--- src/rtl/rf_write_arbiter.sv ---
// Two-source writeback arbiter for the register file write port: per-source FIFOs,
// round-robin grant, and a registered RF write stage (at most one write per clock).
module rf_write_arbiter #(
    parameter int DEPTH  = 2,
    parameter int ADDR_W = 4,
    parameter int DATA_W = 32
) (
    input  logic              CLK,
    input  logic              RST_N,
    input  logic              A_VALID,
    output logic              A_READY,
    input  logic [ADDR_W-1:0] A_RD,
    input  logic [DATA_W-1:0] A_DATA,
    input  logic              B_VALID,
    output logic              B_READY,
    input  logic [ADDR_W-1:0] B_RD,
    input  logic [DATA_W-1:0] B_DATA,
    output logic              RF_WREN,
    output logic [ADDR_W-1:0] RF_RD,
    output logic [DATA_W-1:0] RF_DATA,
    output logic              BUSY
);

    localparam int PTR_W = (DEPTH > 1) ? $clog2(DEPTH) : 1;
    localparam int CNT_W = $clog2(DEPTH + 1);
    localparam int ENT_W = ADDR_W + DATA_W;
    localparam logic LAST_A = 1'b0;
    localparam logic LAST_B = 1'b1;

    logic [ENT_W-1:0]  a_mem_q [DEPTH];
    logic [ENT_W-1:0]  b_mem_q [DEPTH];
    logic [PTR_W-1:0]  a_wptr_q, a_wptr_d, a_rptr_q, a_rptr_d;
    logic [PTR_W-1:0]  b_wptr_q, b_wptr_d, b_rptr_q, b_rptr_d;
    logic [CNT_W-1:0]  a_cnt_q, a_cnt_d, b_cnt_q, b_cnt_d;
    logic              last_q, last_d;
    logic              wren_q, wren_d;
    logic [ADDR_W-1:0] rd_q, rd_d;
    logic [DATA_W-1:0] data_q, data_d;

    logic              a_push_s, b_push_s;
    logic              a_nempty_s, b_nempty_s;
    logic              grant_a_s, grant_b_s;
    logic [ENT_W-1:0]  a_head_s, b_head_s;

    // READY depends only on the count, so a full FIFO refuses a push even while popping.
    assign A_READY    = (a_cnt_q != CNT_W'(DEPTH));
    assign B_READY    = (b_cnt_q != CNT_W'(DEPTH));
    assign a_push_s   = A_VALID && A_READY;
    assign b_push_s   = B_VALID && B_READY;
    assign a_nempty_s = (a_cnt_q != {CNT_W{1'b0}});
    assign b_nempty_s = (b_cnt_q != {CNT_W{1'b0}});
    assign a_head_s   = a_mem_q[a_rptr_q];
    assign b_head_s   = b_mem_q[b_rptr_q];

    // When both are pending, the source not granted last time wins.
    assign grant_a_s  = a_nempty_s && (!b_nempty_s || (last_q == LAST_B));
    assign grant_b_s  = b_nempty_s && (!a_nempty_s || (last_q == LAST_A));

    assign RF_WREN    = wren_q;
    assign RF_RD      = rd_q;
    assign RF_DATA    = data_q;
    assign BUSY       = a_nempty_s || b_nempty_s || wren_q;

    // FIFO pointer and occupancy next-state
    always_comb begin
        a_wptr_d = a_push_s  ? (a_wptr_q + PTR_W'(1)) : a_wptr_q;
        a_rptr_d = grant_a_s ? (a_rptr_q + PTR_W'(1)) : a_rptr_q;
        b_wptr_d = b_push_s  ? (b_wptr_q + PTR_W'(1)) : b_wptr_q;
        b_rptr_d = grant_b_s ? (b_rptr_q + PTR_W'(1)) : b_rptr_q;
        case ({a_push_s, grant_a_s})
            2'b10:   a_cnt_d = a_cnt_q + CNT_W'(1);
            2'b01:   a_cnt_d = a_cnt_q - CNT_W'(1);
            default: a_cnt_d = a_cnt_q;
        endcase
        case ({b_push_s, grant_b_s})
            2'b10:   b_cnt_d = b_cnt_q + CNT_W'(1);
            2'b01:   b_cnt_d = b_cnt_q - CNT_W'(1);
            default: b_cnt_d = b_cnt_q;
        endcase
    end

    // Grant bookkeeping and RF write stage next-state; address/data hold when idle
    always_comb begin
        wren_d = grant_a_s || grant_b_s;
        rd_d   = rd_q;
        data_d = data_q;
        last_d = last_q;
        if (grant_a_s) begin
            {rd_d, data_d} = a_head_s;
            last_d         = LAST_A;
        end else if (grant_b_s) begin
            {rd_d, data_d} = b_head_s;
            last_d         = LAST_B;
        end else begin
            last_d = last_q;
        end
    end

    // Control and output registers
    always_ff @(posedge CLK or negedge RST_N) begin
        if (!RST_N) begin
            a_wptr_q <= {PTR_W{1'b0}};
            a_rptr_q <= {PTR_W{1'b0}};
            b_wptr_q <= {PTR_W{1'b0}};
            b_rptr_q <= {PTR_W{1'b0}};
            a_cnt_q  <= {CNT_W{1'b0}};
            b_cnt_q  <= {CNT_W{1'b0}};
            last_q   <= LAST_B;
            wren_q   <= 1'b0;
            rd_q     <= {ADDR_W{1'b0}};
            data_q   <= {DATA_W{1'b0}};
        end else begin
            a_wptr_q <= a_wptr_d;
            a_rptr_q <= a_rptr_d;
            b_wptr_q <= b_wptr_d;
            b_rptr_q <= b_rptr_d;
            a_cnt_q  <= a_cnt_d;
            b_cnt_q  <= b_cnt_d;
            last_q   <= last_d;
            wren_q   <= wren_d;
            rd_q     <= rd_d;
            data_q   <= data_d;
        end
    end

    // FIFO storage
    always_ff @(posedge CLK or negedge RST_N) begin
        if (!RST_N) begin
            for (int i = 0; i < DEPTH; i++) begin
                a_mem_q[i] <= {ENT_W{1'b0}};
                b_mem_q[i] <= {ENT_W{1'b0}};
            end
        end else begin
            if (a_push_s) a_mem_q[a_wptr_q] <= {A_RD, A_DATA};
            if (b_push_s) b_mem_q[b_wptr_q] <= {B_RD, B_DATA};
        end
    end

endmodule

--- config.mk ---
export PLATFORM = sky130hd
export DESIGN_NAME = rf_write_arbiter
export DESIGN_NICKNAME = d
export VERILOG_FILES = /design/src/rtl/rf_write_arbiter.sv
export SDC_FILE = /design/constraint.sdc
export NUM_CORES = 1
export LEC_CHECK = 0
export ABC_CLOCK_PERIOD_IN_PS = 1700
export BUFFER_PORTS_ARGS = -buffer_cell sky130_fd_sc_hd__buf_2
export CAP_MARGIN = 10
export CORE_ASPECT_RATIO = 0.75
export CORE_MARGIN = 5
export CORE_UTILIZATION = 52
export CTS_CLUSTER_SIZE = 40
export DETAILED_ROUTE_END_ITERATION = 7
export PLACE_DENSITY = 0.76
export SLEW_MARGIN = 20
export SYNTH_ARGS = -nofsm -noshare
export SYNTH_HDL_FRONTEND = slang
export SYNTH_SLANG_ARGS = --single-unit
--- constraint.sdc ---
create_clock -name CLK -period 1.7 [get_ports CLK]
set_input_delay 0.34 -clock CLK [delete_from_list [all_inputs] [get_ports CLK]]
set_output_delay 0.34 -clock CLK [all_outputs]
set_load 0.05 [all_outputs]
Word-level counts from Yosys, hierarchy flattened:

Index checks and enable logic that the tools add are counted.

* register bits after elaboration: 190
* logic and storage cells: 77

* $add $sub $neg: 8
* order comparisons: 6
* equality and inequality tests: 6
* multiplexer cells: 20
* bitwise logic cells: 5
* reduce and logical (&&, ||, !) cells: 18

Operators with widths (number)
* $mux 36: 8
* $bwmux 72: 2
* $demux 36 s1: 2
* $mux 32: 2
* $reduce_bool 2->1: 5
* $ge 2x2->1 const B: 4
* $mux 4: 2
* $not 1->2: 4
* $pmux 2 s2: 2
* $logic_and 1x1->1: 6
* $logic_or 1x1->1: 5
* $add 1x1->1 const B: 4
* $add 2x1->2 const B: 2
* $eq 2x1->1 const B: 2
* $eq 2x2->1 const B: 2
* $lt 2x1->1 const B: 2
* $ne 2x2->1 const B: 2
* $sub 2x1->2 const B: 2
* $logic_not 1->1: 2
* $mux 1: 2
* $not 1->1: 1

Logic depth before layout (Yosys ltp):

* depth after elaboration: 6
* mapped depth: 9

Worst setup path before layout:

No wires, ideal clock.

* path type: reg-to-output
* start: register a_cnt_q[1]
* end: output port BUSY
* arrival: 1.515 ns
* path slack: -0.155 ns
* stages on the path, launching flop included: 5
* buffers on the path: 2
* cells stage by stage: dfrtp_1 > or2_1 > buf_4 > buf_2 > or3_1

* word-level cells in the longest chain between the ends: 3

RTL lines
* start, declared: line 34 `logic [CNT_W-1:0] a_cnt_q, a_cnt_d, b_cnt_q, b_cnt_d;`
* start signal, assigned: line 106 `a_cnt_q <= {CNT_W{1'b0}};`
* start signal, assigned: line 117 `a_cnt_q <= a_cnt_d;`
* $reduce_bool 2->1: line 50 `assign a_nempty_s = (a_cnt_q != {CNT_W{1'b0}});`
* $logic_or 1x1->1 (2 in series): line 62 `assign BUSY = a_nempty_s || b_nempty_s || wren_q;`
* end, declared: line 21 `output logic BUSY`

No other way between the ends.

Worst setup path in the final report:

* start: register a_cnt_q[0]
* end: output port BUSY

The elaborated chain is that of the path after synthesis.

==> results.sh <==
export IMPL_hpwl_mm=14.4
export IMPL_io_buffers=115
export IMPL_dpl_cell_area_sq_um=9890
export IMPL_cts_root_buf="clkbuf_16"
export IMPL_dr_total_vias=5849
export IMPL_grt_pass1_vias=6255
export IMPL_ant_nets=0
export IMPL_drt_wl_total_mm=21.8
export IMPL_grt_total_usage_pct=22.3
export IMPL_die_h_microns=124
export IMPL_ctsLongestPathBuffers=2
export IMPL_routedWlPerCell_microns=22.1
export IMPL_overflow=0
export IMPL_drt_first_pass_iters=4
export IMPL_endpoint_kind="primary output"
export IMPL_peakVddDrop_mv=1.47
export IMPL_htreeDepth=4
export IMPL_syn_nets=711
export IMPL_power_per_cell_area_nw_per_um2=2370
export IMPL_syn_cell_area_sq_um=8960
export IMPL_routabilityCongestion=0.831
export IMPL_hold_violations=0
export IMPL_drtIter0Drc=390
export IMPL_max_slew_margin_pct=68.4
export IMPL_grt_max_degree=50
export IMPL_setup_violations=2
export IMPL_worstSkewPairLatency_ns=0.44
export IMPL_finalPower_mw=25.2
export IMPL_min_path_type="input port to flop"
export IMPL_cts_clk_slew_worst_paths_ns=0.07
export IMPL_synth_top_area_share_pct=52.8
export IMPL_fmax_mhz=509
export IMPL_rows=41
export IMPL_drv_cap=0
export IMPL_routed_via_density=5.94
export IMPL_finClkSkew_ns=0.00583
export IMPL_dp_slack_ns=-0.0390
export IMPL_slew_viol_final=0
export IMPL_path_max_fanout=2
export IMPL_leakagePower_nw=4.68
export IMPL_ys_warn_count=0
export IMPL_io_pins=116
export IMPL_netlist_top_cells_area="dfrtp_1 53%, mux2_2 10%, mux2_1 8.8%, mux2_4 5.0%, mux2i_1 4.0%"
export IMPL_grt_setup_unrepaired="true"
export IMPL_crit_type="flop to primary output"
export IMPL_fin_area_sq_um=10600
export IMPL_crit_required_ns=1.36
export IMPL_multi_input_area_sq_um=3990
export IMPL_yosysSeqAreaShare_pct=53.1
export IMPL_n_fill_cell=1220
export IMPL_yosys_area_top_type="dfrtp_1"
export IMPL_ys_ff_latch=190
export IMPL_drcViolationCount=0
export IMPL_clock_sinks=190
export IMPL_status="finished, violations left"
export IMPL_setup_ws_ns=-0.265
export IMPL_startpoint_type="flop"
export IMPL_syn_inst=633
export IMPL_antenna_found_initial=1
export IMPL_dieArea_sq_um=20000
export IMPL_worstMarginPinSlew_ns=0.474
export IMPL_failed_checks="negative setup slack"
export IMPL_cts_tree="built"
export IMPL_worstPathArrival_ns=1.63
export IMPL_regArea_sq_um=4760
export IMPL_fin_nets=834
export IMPL_initial_core_util_pct=53.1
export IMPL_fin_crit_sh_pct=116
export IMPL_drive_above_1_share_pct=45.2
export IMPL_chipWidth_microns=162
export IMPL_cts_buffers=17
export IMPL_period_needed_ns=1.97
export IMPL_synth_area_per_cell_sq_um=14.2
export IMPL_yosysUniqueCellTypes=30
export IMPL_coreArea_sq_um=16900
export IMPL_grt_pass1_wl_mm=34.0
export IMPL_area_delta_synth_final_pct=18.8
==> per-stage QoR <==
stage,instances,TNS [ns],util [%],hold WS [ns]
3_5_place_dp,948,-0.534,58.6,0.302
6_report,984,-0.270,63.1,0.124
4_1_cts,981,-0.281,62.2,0.109
3_3_place_gp,948,0,58.6,0.301
2_1_floorplan,633,0,-,0.0444
5_1_grt,983,-0.716,63.0,0.117
==> sequential cells by signal (all words and copies together) (netlist names) <==
name      cells
RF_WREN       1
a_mem_q      72
RF_DATA      32
a_rptr_q      1
a_wptr_q      1
last_q        1
a_cnt_q       2
RF_RD         4
b_mem_q      72
b_wptr_q      1
b_cnt_q       2
b_rptr_q      1
==> layer usage <==
metal  wire [microns]  global-route usage, %
met5               11                      0
met4              379                   7.57
met3             1400                   5.62
met2            10300                   35.5
met1             9660                   30.2
==> worst paths after layout <==
path                          endpoint  slack (ns)  cells past startpoint        start
setup / recovery                  BUSY       -0.27                      3   a_cnt_q[0]
hold / removal             b_mem_q[27]        0.12                      2   B_DATA[27]
setup reg to reg           a_mem_q[55]        0.01                      5   a_cnt_q[0]
hold reg to reg            a_mem_q[58]        0.49                      1  a_mem_q[58]
max in group asynchronous  a_mem_q[17]        0.70                      3        RST_N
min in group asynchronous  b_mem_q[26]        0.39                      2        RST_N
==> logic make-up (layout without fill, tap and decap cells) <==
logic type / after synthesis / count (layout) / share of synthesized area, %
muxes: 216 / 216 / 27.9
DFF: 190 / 190 / 53.1
and+or+nand+nor: 89 / 89 / 5.88
AOI/OAI and AO/OA: 75 / 75 / 8.13
buffers and inverters: 51 / 186 / 3.74
xor gates and xnor gates: 10 / 10 / 0.978
adders and majority gates: 2 / 2 / 0.279
other: 0 / 1 / 0
==> cell type report <==
cell class	count	area share, %
Antenna cell	1	0.0235
Clock buffer	18	4.13
Clock inverter	13	1.09
Inverter	1	0.0353
Multi-Input combinational cell	392	37.5
Sequential cell	190	44.7
Tap cell	215	2.53
Timing Repair Buffer	154	9.92
==> critical path, stage by stage, from the launching register on <==
cell and delay (ns):
dfrtp_2 0.43, or2_4 0.25, or3_4 0.34, buf_8 0.16
==> cell usage after synthesis <==
master / count
a21oi_1: 1
or3_1: 1
mux2_1: 70
or2_1: 2
nand3_4: 1
and3b_1: 2
buf_12: 3
a221oi_2: 20
nor2_1: 41
clkbuf_1: 11
ha_1: 2
mux2i_1: 36
buf_4: 10
o21ai_1: 1
a211oi_1: 36
nand3_2: 1
inv_1: 1
nor3b_1: 36
a221oi_1: 16
nand2b_4: 2
mux2_2: 80
nand2_1: 3
xnor2_1: 7
xor2_1: 3
buf_2: 22
a21o_1: 1
buf_6: 4
dfstp_2: 1
mux2_4: 30
dfrtp_1: 189
==> power breakdown <==
part	leakage, nW	switching, mW	internal [mW]
Clock	0.269	1.77	2.05
Combinational	2.19	7.19	5.90
Sequential	2.22	1.36	6.97
==> cell usage in the layout (no fill, tap or decap), drive strengths merged, types with 2 or more instances in the layout <==
master | synthesis | layout
nand2 | 3 | 3
or2 | 2 | 2
clkbuf | 11 | 20
ha | 2 | 2
and3b | 2 | 2
mux2 | 180 | 180
clkinvlp | 0 | 3
mux2i | 36 | 36
xnor2 | 7 | 7
dfrtp | 189 | 189
a221oi | 36 | 36
xor2 | 3 | 3
nor2 | 41 | 41
clkinv | 0 | 6
a211oi | 36 | 36
buf | 39 | 151
nand2b | 2 | 2
nand3 | 2 | 2
inv | 1 | 4
nor3b | 36 | 36
==> repair_timing <==
item / 4_1_cts / 5_1_grt
cloned: 0 / 2
hold buffers: 1 / 0
hold endpoints to repair: 38 / 0
setup endpoints to repair: 32 / 34
gates resized for setup: 11 / 23
setup buffers: 1 / 0
pin swaps: 1 / 1
Power figures use the tool's default switching activity.
